### src/rtl/carpici_ardisik.sv
// carpici_ardisik -- multi-cycle W x W multiplier with RISC-V style result selection.
//
// Operands are converted to magnitudes at the accepting edge. The magnitudes are
// multiplied ADIM_BIT multiplier bits per cycle, and the 2W-bit product is negated
// in a final correction cycle when exactly one effective operand is negative.
//
// Ports:
//   clk_i            rising-edge clock
//   rstn_i           asynchronous active-low reset
//   temizle_i        synchronous flush, aborts any operation, highest priority
//   istek_gecerli_i  request valid
//   istek_hazir_o    ready to accept a request (high only when idle)
//   islec0_i         multiplicand (W bits)
//   islec1_i         multiplier (W bits)
//   islem_i          00 MUL, 01 MULH, 10 MULHSU, 11 MULHU
//   sonuc_gecerli_o  result valid
//   sonuc_hazir_i    consumer ready
//   carpim_o         full 2W-bit product
//   sonuc_o          low half for MUL, high half otherwise
//   durum_o          current FSM state (debug observation)
//
// Handshake: a transfer happens on a rising edge where valid and ready are both
// high. Once valid is raised it stays high, with stable data, until that edge.
module carpici_ardisik #(
    parameter int VERI_GENISLIK = 32,
    parameter int ADIM_BIT      = 4
) (
    input  logic                         clk_i,
    input  logic                         rstn_i,
    input  logic                         temizle_i,
    input  logic                         istek_gecerli_i,
    output logic                         istek_hazir_o,
    input  logic [VERI_GENISLIK-1:0]     islec0_i,
    input  logic [VERI_GENISLIK-1:0]     islec1_i,
    input  logic [1:0]                   islem_i,
    output logic                         sonuc_gecerli_o,
    input  logic                         sonuc_hazir_i,
    output logic [2*VERI_GENISLIK-1:0]   carpim_o,
    output logic [VERI_GENISLIK-1:0]     sonuc_o,
    output logic [1:0]                   durum_o
);
    localparam int W  = VERI_GENISLIK;
    localparam int K  = ADIM_BIT;
    localparam int N  = W / K;
    localparam int SW = $clog2(N + 1);

    generate
        if (!((K == 1) || (K == 2) || (K == 4) || (K == 8)) || ((W % K) != 0)) begin : g_param_hata
            $error("carpici_ardisik: ADIM_BIT must be 1, 2, 4 or 8 and divide VERI_GENISLIK");
        end
    endgenerate

    typedef enum logic [1:0] {
        BOSTA   = 2'd0,
        HESAPLA = 2'd1,
        DUZELT  = 2'd2,
        SONUC   = 2'd3
    } durum_t;

    durum_t r_durum;
    durum_t w_sonraki;

    logic [W-1:0]   r_mag0;
    logic [W-1:0]   r_mag1;
    logic           r_negate;
    logic [1:0]     r_islem;
    logic [2*W-1:0] r_acc;
    logic [SW-1:0]  r_sayac;
    logic           r_gecerli;
    logic [2*W-1:0] r_carpim;
    logic [W-1:0]   r_sonuc;

    logic           w_isaret0;
    logic           w_isaret1;
    logic [W-1:0]   w_mag0;
    logic [W-1:0]   w_mag1;
    logic [2*W-1:0] w_kismi;
    logic [2*W-1:0] w_carpim;
    logic           w_son_adim;

    // MUL is treated as unsigned: its low half does not depend on signedness.
    assign w_isaret0 = islec0_i[W-1] & ((islem_i == 2'b01) || (islem_i == 2'b10));
    assign w_isaret1 = islec1_i[W-1] & (islem_i == 2'b01);
    // -(2^(W-1)) wraps to 2^(W-1), which is the correct unsigned magnitude.
    assign w_mag0    = w_isaret0 ? -islec0_i : islec0_i;
    assign w_mag1    = w_isaret1 ? -islec1_i : islec1_i;

    // Partial product of the whole multiplicand with the next K multiplier bits,
    // aligned to the bit position those K bits had in the original multiplier.
    assign w_kismi    = ({{W{1'b0}}, r_mag0} * {{(2*W-K){1'b0}}, r_mag1[K-1:0]})
                        << (32'(r_sayac) * K);
    assign w_carpim   = r_negate ? -r_acc : r_acc;
    assign w_son_adim = (r_sayac == SW'(N - 1));

    always_ff @(posedge clk_i or negedge rstn_i) begin
        if (!rstn_i) begin
            r_durum <= BOSTA;
        end else begin
            r_durum <= w_sonraki;
        end
    end

    always_comb begin
        w_sonraki = r_durum;
        if (temizle_i) begin
            w_sonraki = BOSTA;
        end else begin
            case (r_durum)
                BOSTA:   if (istek_gecerli_i) w_sonraki = HESAPLA;
                HESAPLA: if (w_son_adim)      w_sonraki = DUZELT;
                DUZELT:                       w_sonraki = SONUC;
                SONUC:   if (sonuc_hazir_i)   w_sonraki = BOSTA;
                default:                      w_sonraki = BOSTA;
            endcase
        end
    end

    always_ff @(posedge clk_i or negedge rstn_i) begin
        if (!rstn_i) begin
            r_mag0    <= '0;
            r_mag1    <= '0;
            r_negate  <= 1'b0;
            r_islem   <= 2'b00;
            r_acc     <= '0;
            r_sayac   <= '0;
            r_gecerli <= 1'b0;
            r_carpim  <= '0;
            r_sonuc   <= '0;
        end else if (temizle_i) begin
            // Result registers keep their last value; only the valid flag drops.
            r_gecerli <= 1'b0;
        end else begin
            case (r_durum)
                BOSTA: begin
                    if (istek_gecerli_i) begin
                        r_mag0   <= w_mag0;
                        r_mag1   <= w_mag1;
                        r_negate <= w_isaret0 ^ w_isaret1;
                        r_islem  <= islem_i;
                        r_acc    <= '0;
                        r_sayac  <= '0;
                    end
                end
                HESAPLA: begin
                    r_acc   <= r_acc + w_kismi;
                    r_mag1  <= r_mag1 >> K;
                    r_sayac <= r_sayac + SW'(1);
                end
                DUZELT: begin
                    r_carpim  <= w_carpim;
                    r_sonuc   <= (r_islem == 2'b00) ? w_carpim[W-1:0] : w_carpim[2*W-1:W];
                    r_gecerli <= 1'b1;
                end
                SONUC: begin
                    if (sonuc_hazir_i) r_gecerli <= 1'b0;
                end
                default: begin
                    r_gecerli <= 1'b0;
                end
            endcase
        end
    end

    assign istek_hazir_o   = (r_durum == BOSTA);
    assign sonuc_gecerli_o = r_gecerli;
    assign carpim_o        = r_carpim;
    assign sonuc_o         = r_sonuc;
    assign durum_o         = r_durum;

endmodule

### config.mk
export PLATFORM = sky130hd
export DESIGN_NAME = carpici_ardisik
export DESIGN_NICKNAME = d
export VERILOG_FILES = /design/src/rtl/carpici_ardisik.sv
export SDC_FILE = /design/constraint.sdc
export NUM_CORES = 1
export LEC_CHECK = 0
export BUFFER_PORTS_ARGS = -buffer_cell sky130_fd_sc_hd__clkbuf_2
export CAP_MARGIN = 10
export CORE_MARGIN = 3
export CORE_UTILIZATION = 56
export CTS_CLUSTER_DIAMETER = 120
export DETAILED_ROUTE_END_ITERATION = 10
export PLACE_DENSITY = 0.78
export SLEW_MARGIN = 20
export SYNTH_ARGS = -nofsm -noshare
export SYNTH_HDL_FRONTEND = slang
export SYNTH_SLANG_ARGS = --single-unit
### constraint.sdc
create_clock -name clk_i -period 6.8 [get_ports clk_i]
set_clock_uncertainty 0.2 [all_clocks]
set_input_delay 0.68 -clock clk_i [delete_from_list [all_inputs] [get_ports clk_i]]
set_output_delay 0.68 -clock clk_i [all_outputs]
set_load 0.02 [all_outputs]
* Word-level counts from Yosys, hierarchy flattened
Cells that the tools add are included.
** Operators by class
- $add $sub $neg :: 5
- Multipliers :: 1
- Equal/unequal tests :: 10
- Shifts and indexed selects :: 1
- Mux-type cells :: 18
- Bitwise logic cells :: 4
- Reduce and logical (&&, ||, !) cells :: 10
** Operators by type and width (count)
- $mux W32 :: 4
- $mux W64 :: 2
- $pmux W64 S2 :: 1
- $add A64 B64 Y64 :: 1
- $neg A32 Y32 :: 2
- $neg A64 Y64 :: 1
- $pmux W32 S2 :: 1
- $shl A36 B6 Y64 :: 1
- $mul A32 B4 Y36 :: 1
- $ne A3 B3 Y1 const B :: 3
- $reduce_and A3 Y1 :: 3
- $mux W2 :: 4
- $pmux W2 S4 :: 1
- $pmux W4 S2 :: 1
- $eq A2 B2 Y1 const B :: 3
- $add A4 B1 Y4 const B :: 1
- $eq A2 B1 Y1 const B :: 2
- $eq A4 B3 Y1 const B :: 1
- $logic_not A2 Y1 :: 2
- $mux W4 :: 1
- $reduce_and A2 Y1 :: 2
- $reduce_bool A3 Y1 :: 1
- $and A1 B1 Y1 :: 2
- $mux W1 :: 2
- 6 further kinds :: 6
** Storage, ports and cells
- Bits in registers :: 234
- Input bits :: 71
- Output and inout bits :: 100
- Word-level logic and storage cells :: 59

* Logic depth before layout (Yosys ltp)
- Depth after elaboration :: 5
- Depth in mapped cells :: 32
- Gate-level depth less buffers :: 29

* Worst setup path after synthesis
Ideal clock, no wire load.
- Kind :: reg-to-reg
- Start :: reg r_mag1[3]
- End :: reg r_acc[48]
- Library setup time :: 0.121 ns
- Data arrival time :: 6.660 ns
- Required time :: 6.479 ns
- Path slack :: -0.181 ns
- Cell stages (with the launch flop) :: 28
- Path buffers :: 2
- Period minus slack after synthesis :: 6.981 ns
- Path through :: dfrtp_1 clkbuf_1 and2_1 fa_1 inv_1 fa_1 inv_1 ha_1 a2111oi_0 o21ai_0 nand3_1 a21oi_1 or3_1 and2_1 a21o_1 o21ai_0 o21ai_0 and2_1 ha_1 clkbuf_1 and3_1 nand2_1 o41ai_1 a41o_1 o21ai_0 o31a_1 xnor2_1 a22o_1
** Between the ends
- Word-level cells in the longest chain between the ends :: 4
** RTL lines
- from (decl) :: line 64 : logic [W-1:0] r_mag1;
- from (signal assigned) :: line 137 : r_mag1 <= w_mag1;
- from (signal assigned) :: line 146 : r_mag1 <= r_mag1 >> K;
- $mul A32 B4 Y36 :: line 90 : assign w_kismi = ({{W{1'b0}}, r_mag0} * {{(2*W-K){1'b0}}, r_mag1[K-1:0]})
- $shl A36 B6 Y64 :: line 90
- $add A64 B64 Y64 :: line 145 : r_acc <= r_acc + w_kismi;
- $pmux W64 S2 :: line 133 : case (r_durum)
- to (signal assigned) :: line 145
- to (decl) :: line 67 : logic [2*W-1:0] r_acc;
Every way passes these cells.
A chain may end at the register's enable or synchronous reset.

* Final worst setup path
- Start :: reg r_mag1[3]
- End :: reg r_acc[63]
The elaborated chain is that of the path after synthesis.

==> metrics.yaml <==
hp-class: "input pin to register"
final.setup.worst_slack_ps: -387
clk_pin_slew_worst_paths_ps: 70
synthDominantCellAreaShare: 0.278
relSlewSlack: 0.303
drive_gt1_frac: 0.335
ctsRootBufferMaster: "clkbuf_16"
diodes: 0
clk_latency_ps: 590
cts_tree: "yes"
wl_per_cell_um: 20.8
drc_errors: 0
initial_utilization: 0.572
place.gp.congestion: 1.01
synth_flop_cell: "dfrtp_1"
synth_edf_count: 0
finalHoldViolCount: 0
portBuffers: 170
dpl.hpwl_mm: 54.8
rows: 70
slew_viol_final: 0
grt_pass1_wl_mm: 116
critPathCaptureType: "register"
clk_path_buf_depth: 3
max_stage_delay_ps: 540
antenna_found_initial: 1
die-area_um2: 39900
multi_input_area_um2: 15900
syn_area_um2: 21000
yosys_warnings: 0
setup_violations: 21
io-pin-count: 171
status: "complete, but fails checks"
critPathSlowestCell: "fa_1"
crit_fanout: 5
min_period_ps: 7190
fmax_mhz: 139
grt_setup_unrepaired: "yes"
routed_wl_mm: 75.8
fillers: 2468
syn2layout_area_growth_pct: 36.4
dp.cells: 3511
cts.sinks: 234
ys_seq_area_frac: 0.278
synth_nets: 2830
drtPass1Iterations: 6
cp.arrival_ps: 7450
numCtsBuffers: 28
postRouteAntennaNets: 0
synth_common_cells: "318 x nand2_1, 256 x o21ai_0, 234 x dfrtp_1"
drtIter0Drc: 1512
startpoint_type: "register"
h-tree-depth: 1
fin_cells: 3636
path_class: "register to register"
nets: 3395
synth_top_cell_by_area: "dfrtp_1"
synth.top_cells.by_area: "dfrtp_1 28%, ha_1 7.0%, o21ai_0 6.1%, fa_1 5.8%, nand2_1 5.7%"
yosysMostFrequentCell: "nand2_1"
grt_use_total: 0.363
synth-seq-cells: 234
syn-instance-count: 2581
drv_cap: 0
die_h_um: 200
grt_max_degree: 134
period_share: 1.06
worstMarginPinSlew_ps: 1040
viasPerCell: 6.06
grt_overflow: 0
num_vias: 22000
fp.coreArea_um2: 36800
postSynth.asyncResetShare: 1.00
whs_ps: 181
dieWidth_um: 200
ys_types: 76
seq_area_um2: 5860
violations: "setup timing"
grt_pass1_vias: 21800
syn_avg_cell_area_um2: 8.15
worst_ep_required_time_ps: 7060
logic make-up after synthesis:
| logic type | Yosys count | synth area share |
|---|---|---|
| AND/OR/NAND/NOR | 824 | 0.188 |
| AO/OA/AOI/OAI | 774 | 0.231 |
| buffers and inverters | 295 | 0.0527 |
| flip-flops | 234 | 0.278 |
| XOR/XNOR | 204 | 0.0850 |
| adder cells (fa/ha/maj) | 178 | 0.128 |
| multiplexers | 72 | 0.0368 |
worst max-delay path, delay by kind of cell (launching register included):
kind                       cells  cell delay [ps]
muxes                          2              640
and+or+nand+nor                6             1230
buffers and inverters          6              680
xor gates and xnor gates       2              300
AOI/OAI and AO/OA             11             2040
DFF                            1              430
adders and majority gates      4             1530
state kept, by name, indices dropped and copies added, names as in the netlist:
signal,flops
carpim_o,64
durum_o,2
r_acc,64
r_islem,2
r_mag0,32
r_mag1,32
r_negate,1
r_sayac,4
sonuc_gecerli_o,1
sonuc_o,32
metrics by stage:
step                setup slack [ps]  utilization  instance area, um^2  setup TNS [ps]
floorplan                       14.3            -                21100               0
global placement                -792        0.686                25200          -15820
detailed placement              -914        0.686                25200          -18830
CTS                            -91.2        0.756                27800            -334
global route                    -565        0.780                28700           -8980
finish                          -387        0.780                28700           -4060
cells in the final DEF, fill, tap and decap left out, types with 15 or more instances in the layout:
cell | netlist | layout
clkbuf_16 | 0 | 28
and3_1 | 18 | 17
o21a_1 | 18 | 16
buf_6 | 0 | 25
mux2i_1 | 38 | 31
o31ai_1 | 33 | 25
clkbuf_2 | 0 | 169
nor3_1 | 28 | 18
a21oi_2 | 0 | 50
nor4_1 | 16 | 15
ha_4 | 0 | 39
xnor2_1 | 102 | 92
dfrtp_1 | 234 | 230
o21bai_1 | 21 | 20
o21ai_0 | 256 | 208
and2_1 | 109 | 90
fa_1 | 61 | 60
and2_4 | 0 | 19
or3_1 | 17 | 16
o21ai_2 | 0 | 21
inv_1 | 160 | 151
mux2_2 | 33 | 27
nand2b_1 | 23 | 22
xor2_1 | 102 | 101
nor2b_1 | 17 | 16
a21oi_1 | 192 | 132
nand4_1 | 26 | 26
o21ai_1 | 2 | 26
nor2_1 | 166 | 144
ha_1 | 117 | 74
buf_4 | 0 | 466
nand3_1 | 37 | 31
a22o_1 | 66 | 66
nand2_1 | 318 | 309
a21o_1 | 44 | 42
worst paths after layout:
| check | to | slack, ps | cells past startpoint | startpoint |
|---|---|---|---|---|
| max | r_acc[63] | -390 | 31 | r_mag1[3] |
| min reg2reg | carpim_o[5] | 280 | 2 | carpim_o[5] |
| max reg2reg | r_acc[63] | -390 | 31 | r_mag1[3] |
| min | r_mag0[31] | 180 | 3 | islec0_i[31] |
| min in group asynchronous | r_acc[7] | 460 | 2 | rstn_i |
| max in group asynchronous | r_acc[54] | 4740 | 3 | rstn_i |
per-layer routing:
layer | routed length (um) | up-vias | part of all wire | GRT usage
li1 | - | 10200 | - | -
met1 | 29500 | 10700 | 0.39 | 0.441
met2 | 36300 | 856 | 0.48 | 0.622
met3 | 4130 | 282 | 0.055 | 0.0450
met4 | 5780 | 0 | 0.076 | 0.214
met5 | 0 | - | 0 | 0
area by class of cell:
type,instances,share of cell area
clock buffers,39,0.0280
clock inverters,13,0.00580
inverters,162,0.0212
multi-input cells,2052,0.554
flip-flops and latches,234,0.204
well taps,468,0.0204
repair buffers,668,0.166
what timing repair did:
item | in CTS | in global routing
pin swaps | 116 | 72
resized for setup | 253 | 158
endpoints found under the hold margin | 23 | 0
hold buffers | 1 | 0
setup buffers | 53 | 24
setup endpoints to repair | 42 | 41
Power is not shown: default switching activity piles up to over one toggle a cycle in this logic, so the estimate is an artifact.
